<file path="config.mk">
export PLATFORM = sky130hd
export DESIGN_NAME = fpcvt_seq_flat
export DESIGN_NICKNAME = d
export VERILOG_FILES = /design/src/rtl/fpcvt_seq_if.sv /design/src/rtl/fpcvt_seq.sv /design/src/flat_wrapper.sv
export SDC_FILE = /design/constraint.sdc
export NUM_CORES = 1
export LEC_CHECK = 0
export ABC_AREA = 1
export CAP_MARGIN = 20
export CORE_MARGIN = 2
export CORE_UTILIZATION = 57
export CTS_CLUSTER_SIZE = 14
export DETAILED_ROUTE_END_ITERATION = 8
export PLACE_DENSITY = 0.84
export SYNTH_ARGS = -nofsm -noshare
export SYNTH_HDL_FRONTEND = slang
export SYNTH_SLANG_ARGS = --single-unit
</file>
<file path="constraint.sdc">
create_clock -name clk -period 4.23 [get_ports clk]
set_input_delay 1.269 -clock clk [delete_from_list [all_inputs] [get_ports clk]]
set_output_delay 1.269 -clock clk [all_outputs]
set_load 0.01 [all_outputs]
</file>
<file path="src/rtl/fpcvt_seq_if.sv">
// Handshake bundle for the fixed-to-float converter.
// The producer/consumer side uses the master modport and the converter uses the slave modport.
interface fpcvt_seq_if #(
    parameter int DW = 12,
    parameter int EW = 3,
    parameter int MW = 4
);
    logic [DW-1:0] D;
    logic          rnd_trunc;
    logic          in_valid;
    logic          in_ready;
    logic          S;
    logic [EW-1:0] E;
    logic [MW-1:0] F;
    logic          sat;
    logic          out_valid;
    logic          out_ready;

    modport master (
        output D, rnd_trunc, in_valid, out_ready,
        input  in_ready, S, E, F, sat, out_valid
    );

    modport slave (
        input  D, rnd_trunc, in_valid, out_ready,
        output in_ready, S, E, F, sat, out_valid
    );
endinterface

</file>
<file path="src/rtl/fpcvt_seq.sv">
// Sequential two's-complement to small-float converter.
// The converter normalises by one bit per cycle, rounds once, and holds the result until the consumer takes it.
module fpcvt_seq #(
    parameter int DW = 12,
    parameter int EW = 3,
    parameter int MW = 4
) (
    input logic        clk,
    input logic        rst,
    fpcvt_seq_if.slave bus
);
    localparam int MAGW = DW - 1;
    localparam logic [EW-1:0] EXP_MAX = '1;

    typedef enum logic [1:0] {IDLE, NORM, ROUND, DONE} state_t;

    state_t          state_q, state_d;
    logic [MAGW-1:0] mag_q, mag_d;
    logic [EW-1:0]   exp_q, exp_d;
    logic            sign_q, sign_d;
    logic            trunc_q, trunc_d;
    logic            psat_q, psat_d;
    logic            s_q, s_d;
    logic [EW-1:0]   e_q, e_d;
    logic [MW-1:0]   f_q, f_d;
    logic            sat_q, sat_d;
    logic            in_ready_q, in_ready_d;
    logic            out_valid_q, out_valid_d;

    logic [MAGW-1:0] mag_abs;
    logic            most_neg;
    logic [MW-1:0]   f_raw;
    logic            r_bit;
    logic [MW:0]     f_sum;
    logic [EW:0]     exp_inc;

    always_comb begin
        most_neg = (bus.D == {1'b1, {(DW-1){1'b0}}});
        mag_abs  = bus.D[DW-1] ? ((~bus.D[DW-2:0]) + MAGW'(1)) : bus.D[DW-2:0];
        // The most-negative input has no positive counterpart; clamp it and flag saturation.
        if (most_neg) begin
            mag_abs = '1;
        end

        f_raw   = mag_q[MAGW-1 -: MW];
        r_bit   = mag_q[MAGW-1-MW] & ~trunc_q;
        f_sum   = {1'b0, f_raw} + (MW+1)'(r_bit);
        exp_inc = {1'b0, exp_q} + (EW+1)'(1);

        state_d     = state_q;
        mag_d       = mag_q;
        exp_d       = exp_q;
        sign_d      = sign_q;
        trunc_d     = trunc_q;
        psat_d      = psat_q;
        s_d         = s_q;
        e_d         = e_q;
        f_d         = f_q;
        sat_d       = sat_q;
        in_ready_d  = in_ready_q;
        out_valid_d = out_valid_q;

        case (state_q)
            IDLE: begin
                if (bus.in_valid) begin
                    sign_d     = bus.D[DW-1];
                    trunc_d    = bus.rnd_trunc;
                    mag_d      = mag_abs;
                    psat_d     = most_neg;
                    exp_d      = EXP_MAX;
                    in_ready_d = 1'b0;
                    state_d    = NORM;
                end
            end
            NORM: begin
                if (mag_q[MAGW-1] || (exp_q == '0)) begin
                    state_d = ROUND;
                end else begin
                    mag_d = mag_q << 1;
                    exp_d = exp_q - EW'(1);
                end
            end
            ROUND: begin
                s_d = sign_q;
                // A rounding carry out of the top exponent means the value no longer fits.
                if (psat_q || (f_sum[MW] && exp_inc[EW])) begin
                    e_d   = '1;
                    f_d   = '1;
                    sat_d = 1'b1;
                end else if (f_sum[MW]) begin
                    e_d   = exp_inc[EW-1:0];
                    f_d   = {1'b1, {(MW-1){1'b0}}};
                    sat_d = 1'b0;
                end else begin
                    e_d   = exp_q;
                    f_d   = f_sum[MW-1:0];
                    sat_d = 1'b0;
                end
                out_valid_d = 1'b1;
                state_d     = DONE;
            end
            DONE: begin
                if (bus.out_ready) begin
                    out_valid_d = 1'b0;
                    in_ready_d  = 1'b1;
                    state_d     = IDLE;
                end
            end
            default: begin
                state_d     = IDLE;
                in_ready_d  = 1'b1;
                out_valid_d = 1'b0;
            end
        endcase
    end

    always_ff @(posedge clk) begin
        if (rst) begin
            state_q     <= IDLE;
            mag_q       <= '0;
            exp_q       <= '0;
            sign_q      <= 1'b0;
            trunc_q     <= 1'b0;
            psat_q      <= 1'b0;
            s_q         <= 1'b0;
            e_q         <= '0;
            f_q         <= '0;
            sat_q       <= 1'b0;
            in_ready_q  <= 1'b1;
            out_valid_q <= 1'b0;
        end else begin
            state_q     <= state_d;
            mag_q       <= mag_d;
            exp_q       <= exp_d;
            sign_q      <= sign_d;
            trunc_q     <= trunc_d;
            psat_q      <= psat_d;
            s_q         <= s_d;
            e_q         <= e_d;
            f_q         <= f_d;
            sat_q       <= sat_d;
            in_ready_q  <= in_ready_d;
            out_valid_q <= out_valid_d;
        end
    end

    assign bus.in_ready  = in_ready_q;
    assign bus.out_valid = out_valid_q;
    assign bus.S         = s_q;
    assign bus.E         = e_q;
    assign bus.F         = f_q;
    assign bus.sat       = sat_q;
endmodule

</file>
<file path="src/flat_wrapper.sv">
// flat-port wrapper written by rule: the top's interface ports become plain ports
module fpcvt_seq_flat 
#(
    parameter int DW = 12,
    parameter int EW = 3,
    parameter int MW = 4
)
  (clk, rst, bus_D, bus_rnd_trunc, bus_in_valid, bus_out_ready, bus_in_ready, bus_S, bus_E, bus_F, bus_sat, bus_out_valid);
  fpcvt_seq_if #(.DW(DW), .EW(EW), .MW(MW)) bus_i ();
  input logic clk;
  input logic rst;
  input wire logic [$bits(bus_i.D)-1:0] bus_D;
  input wire logic [$bits(bus_i.rnd_trunc)-1:0] bus_rnd_trunc;
  input wire logic [$bits(bus_i.in_valid)-1:0] bus_in_valid;
  input wire logic [$bits(bus_i.out_ready)-1:0] bus_out_ready;
  output wire logic [$bits(bus_i.in_ready)-1:0] bus_in_ready;
  output wire logic [$bits(bus_i.S)-1:0] bus_S;
  output wire logic [$bits(bus_i.E)-1:0] bus_E;
  output wire logic [$bits(bus_i.F)-1:0] bus_F;
  output wire logic [$bits(bus_i.sat)-1:0] bus_sat;
  output wire logic [$bits(bus_i.out_valid)-1:0] bus_out_valid;
  assign bus_i.D = bus_D;
  assign bus_i.rnd_trunc = bus_rnd_trunc;
  assign bus_i.in_valid = bus_in_valid;
  assign bus_i.out_ready = bus_out_ready;
  assign bus_in_ready = bus_i.in_ready;
  assign bus_S = bus_i.S;
  assign bus_E = bus_i.E;
  assign bus_F = bus_i.F;
  assign bus_sat = bus_i.sat;
  assign bus_out_valid = bus_i.out_valid;
  fpcvt_seq #(.DW(DW), .EW(EW), .MW(MW)) u_core (.clk(clk), .rst(rst), .bus(bus_i));
endmodule
</file>
# After elaboration in Yosys (flattened, before gate mapping)
# Cells that the tools add are included.
# Widths: inputs -> output; s select.
# op_classes
add_sub_neg	4
eq_ne	8
mux	22
bitwise	3
reduce_logical	13
# ops
cell	n
$mux 11	4
$pmux 11 s2	1
$eq 12x12->1 const B	1
$mux 3	4
$add 11x1->11 const B	1
$not 11->11	1
$reduce_and 3->1	3
$mux 4	2
$pmux 2 s4	1
$mux 2	3
$ne 2x2->1 const B	3
$pmux 3 s2	1
$reduce_bool 2->1	3
$add 4x1->5	1
$add 3x1->4 const B	1
$eq 2x2->1 const B	2
$mux 1	4
$pmux 1 s2	2
$reduce_and 2->1	2
$logic_not 3->1	1
$sub 3x1->3 const B	1
$eq 2x1->1 const B	1
$logic_not 2->1	1
$logic_or 1x1->1	2
other kinds (4)	4
# word_totals
ff_bits	30
in_bits	17
wordCells	62

# Longest topological paths before layout
# depth
depth_word	6
depth_mapped	10

# Worst setup path after synthesis
# Ideal clock, no wire load.
# synth_path
path_kind	input -> register
from	input port bus_D[0]
to	register u_core.mag_q[9]
setup_time_ns	0.135
arrival_time_ns	2.126
path_slack_ns	1.969
stages	8
path_cell_list	inv_1 -> ha_1 -> nand2_1 -> nor2_2 -> a21oi_1 -> nand3_1 -> nand2_1 -> a21oi_1
# synth_between
elab_chain_len	6
elab_cells_between_ends	7
cone_classes	add/sub: 1; eq/ne: 1; mux: 4; bitwise: 1
# synth_lines
item	line	source
from (decl)	flat_wrapper.sv:12	input wire logic [$bits(bus_i.D)-1:0] bus_D;
$not 11->11	fpcvt_seq.sv:39	mag_abs = bus.D[DW-1] ? ((~bus.D[DW-2:0]) + MAGW'(1)) : bus.D[DW-2:0];
$add 11x1->11	fpcvt_seq.sv:39	
$mux 11	fpcvt_seq.sv:39	
$mux 11 (*)	fpcvt_seq.sv:41	if (most_neg) begin
$mux 11 (*)	fpcvt_seq.sv:65	if (bus.in_valid) begin
$pmux 11 s2 (*)	fpcvt_seq.sv:63	case (state_q)
to (signal assigned)	fpcvt_seq.sv:133	mag_q <= mag_d;
to (decl)	fpcvt_seq.sv:18	logic [MAGW-1:0] mag_q, mag_d;
# Mark *: on every way between the ends. The rest lies on a longest branch, timed or not. The select of a mux whose other input is x is not followed.
# A chain may end at the register's enable or synchronous reset.

==> flow_metrics.tcl <==
set metrics [dict create \
    worst_setup_hold_path_clk_slew_ns 0.09 \
    cts_root_buffer "sky130_fd_sc_hd__clkbuf_4" \
    grt_pass1_vias 1462 \
    pwr_density_cell_nw_per_um2 615.2 \
    numCtsBuffers 5 \
    post_dp_cell_area_um2 2054 \
    placementRows 20 \
    required_ns 4.47 \
    clock_skew_ns 0.005817 \
    worst_case_clock_buffer_depth 2 \
    worst_skew_pair.late_latency_ns 0.33 \
    peak_vdd_ir_v 0.0005042 \
    layout.cells.most_common_list "63 x sky130_fd_sc_hd__nand2_1, 32 x sky130_fd_sc_hd__inv_1, 30 x sky130_fd_sc_hd__dfxtp_1, 27 x sky130_fd_sc_hd__clkdlybuf4s50_1" \
    final-setup-viol-count 0 \
    crit_arrival_ns 2.87 \
    grtUsageTotal_pct 23.03 \
    syn_area_um2 1783 \
    critPathCaptureType "register" \
    tritoncts_clock_tree "done" \
    syn-instance-count 259 \
    die_width_um 59.93 \
    yosysWarnings 0 \
    non_filler_cell_area_final_um2 2115 \
    setup.worst_path.start "rst" \
    rsz0062_at_grt "false" \
    via_per_inst 5.184 \
    cellLeakagePower_uw 0.0009617 \
    rr_startpoint "u_core.state_q[1]$_SDFFE_PP0P_" \
    finalSetupTns_ns 0 \
    worst_slew_margin_rel_pct 57.43 \
    drt-pass1-iter-count 4 \
    worstHoldPathType "register to register" \
    final_antenna_net_count 0 \
    timing.final.hold_violations 0 \
    whs_ns 0.4693 \
    ioPinCount 28 \
    post_cts_buffers 0 \
    worst-setup-path-type "input port to register" \
    detailedRoute.firstIterationViolations 86 \
    status "completed" \
    avgSynthCellArea_um2 6.884 \
    fmax_ghz 0.3803 \
    net_count_final 314 \
    floorplan.die.height_um 59.93 \
    area_growth_syn_to_layout_pct 18.60 \
    post_cts_resize_count 0 \
    drt_wl_total_um 3647 \
    min_period_over_period_pct 62.16 \
    timing.max_cap.violations 0 \
    clock_tree.htree_level_count 2 \
    number_of_antenna_violations_at_the_first_check_in_global_routing 0 \
    remaining_drcs 0 \
    remaining_global_route_overflow 0 \
    share_of_final_layout_standard_cells_stronger_than_drive_strength_1_pct 7.666 \
    layout_min_cycle_time_ns 2.629 \
    clock-sinks 30 \
    wire_per_inst_um 11.40 \
    detailed_place_hpwl_um 2680 \
    cp_max_fo 16 \
    initial_utilization_pct 59.38 \
    tightest_slew_ns 0.6365 \
    cts_hold_buffers 0 \
    synthesis.nets 287 \
    type_of_element_launching_the_critical_path "input port" \
    coreArea_um2 3003 \
    maximum_number_of_pins_on_one_net_before_global_route_repair 28 \
    dominantRegCellSynth "sky130_fd_sc_hd__dfxtp_1" \
    first_pass_grt_wire_length_um 6196 \
    synth-edff-count 0 \
    count_of_port_buffers_added_during_placement 27 \
    yosysSeqAreaShare_pct 33.68 \
    hp-start "u_core.mag_q[6]$_SDFFE_PP0P_" \
    postSynth.asyncResetShare_pct 0 \
    placer_congestion 0.8743 \
    via_count 1659 \
    antennaDiodeCount 0 \
    die_area_um2 3592 \
    synth_seq_cells 30 \
    ys_types 32 \
    mostFrequentLayoutCell "sky130_fd_sc_hd__nand2_1" \
    maxSlewViolCount 0 \
]
critical path: stages:
cell and delay (ns):
sky130_fd_sc_hd__clkdlybuf4s50_1 0.88, sky130_fd_sc_hd__inv_1 0.40, sky130_fd_sc_hd__o21ai_0 0.18, sky130_fd_sc_hd__a21o_1 0.11, sky130_fd_sc_hd__inv_1 0.03
layer usage:
| layer | routed length [µm] | track usage (%) | vias to the layer above |
|---|---|---|---|
| met1 | 1778 | 31.72 | 732 |
| met3 | 223 | 5.844 | 2 |
| met5 | 0 | 0 | - |
| li1 | - | - | 889 |
| met4 | 16 | 9.206 | 0 |
| met2 | 1629 | 34.32 | 36 |
state kept, by name, indices dropped and copies added (netlist names):
register              cells
u_core.bus.E              3
u_core.state_q            2
u_core.bus.S              1
u_core.bus.in_ready       1
u_core.sign_q             1
u_core.bus.out_valid      1
u_core.bus.F              4
u_core.trunc_q            1
u_core.psat_q             1
u_core.bus.sat            1
u_core.exp_q              3
u_core.mag_q             11
where the power goes:
| group | internal [µW] | switching, µW | leakage, µW | total (µW) |
|---|---|---|---|---|
| sequential | 400 | 81.0 | 0.000247 | 481 |
| combinational | 268 | 376 | 0.000679 | 644 |
| clock | 80.4 | 95.5 | 0.0000353 | 176 |
| total | 748 | 552 | 0.000962 | 1300 |
synth_stat cells (2+ instances only):
cell type / n / share of area, %
sky130_fd_sc_hd__nand3_2: 2 / 1.1
sky130_fd_sc_hd__inv_1: 32 / 6.7
sky130_fd_sc_hd__a21oi_1: 22 / 6.2
sky130_fd_sc_hd__a21oi_2: 5 / 2.5
sky130_fd_sc_hd__nor3_1: 3 / 0.84
sky130_fd_sc_hd__o21ai_0: 17 / 4.8
sky130_fd_sc_hd__clkbuf_1: 3 / 0.63
sky130_fd_sc_hd__dfxtp_1: 30 / 34
sky130_fd_sc_hd__nor2_2: 2 / 0.70
sky130_fd_sc_hd__nand3_1: 17 / 4.8
sky130_fd_sc_hd__xor2_1: 5 / 2.5
sky130_fd_sc_hd__buf_2: 2 / 0.56
sky130_fd_sc_hd__ha_1: 11 / 7.7
sky130_fd_sc_hd__nor2_1: 22 / 4.6
sky130_fd_sc_hd__xnor2_1: 2 / 0.98
sky130_fd_sc_hd__o211ai_1: 2 / 0.84
sky130_fd_sc_hd__nand2_1: 63 / 13
sky130_fd_sc_hd__nand4_1: 4 / 1.4
sky130_fd_sc_hd__inv_2: 2 / 0.42
area by class of cell:
type	count	area (µm²)
multi-input combinational	187	1011
timing repair buffer	27	270.3
sequential	30	600.6
fill	239	888.4
clock inverter	1	5.005
inverter	35	131.4
clock buffer	7	55.05
tap	33	41.29
cell families (layout without fill, tap and decap cells):
logic type | count (synthesis) | after routing | synth area share (%)
AOI/OAI and AO/OA | 53 | 53 | 17.47
buffers and inverters | 42 | 70 | 9.614
adders and majority gates | 11 | 11 | 7.719
DFF | 30 | 30 | 33.68
and+or+nand+nor | 116 | 116 | 28.07
xor gates and xnor gates | 7 | 7 | 3.439
final timing paths:
path                                                endpoint  slack (ns)  depth (start not counted)
worst max-delay path            u_core.bus.F[2]$_SDFFE_PP0P_        1.60                          5
worst min-delay path            u_core.mag_q[6]$_SDFFE_PP0P_        0.47                          2
worst max register to register  u_core.mag_q[4]$_SDFFE_PP0P_        2.26                          7
worst min register to register  u_core.mag_q[6]$_SDFFE_PP0P_        0.47                          2
through the flow:
| stage | worst slack [ns] | utilization [%] | cells | power, µW |
|---|---|---|---|---|
| after CTS | 1.622 | 70.42 | 320 | 1306 |
| after floorplan | 1.969 | - | 259 | 955.0 |
| after global routing | 1.436 | 70.42 | 320 | 1418 |
| after global placement | 1.312 | 68.42 | 312 | 1113 |
| after detailed placement | 1.280 | 68.42 | 312 | 1125 |
| final | 1.601 | 70.42 | 320 | 1301 |
Power figures use the tool's default switching activity.
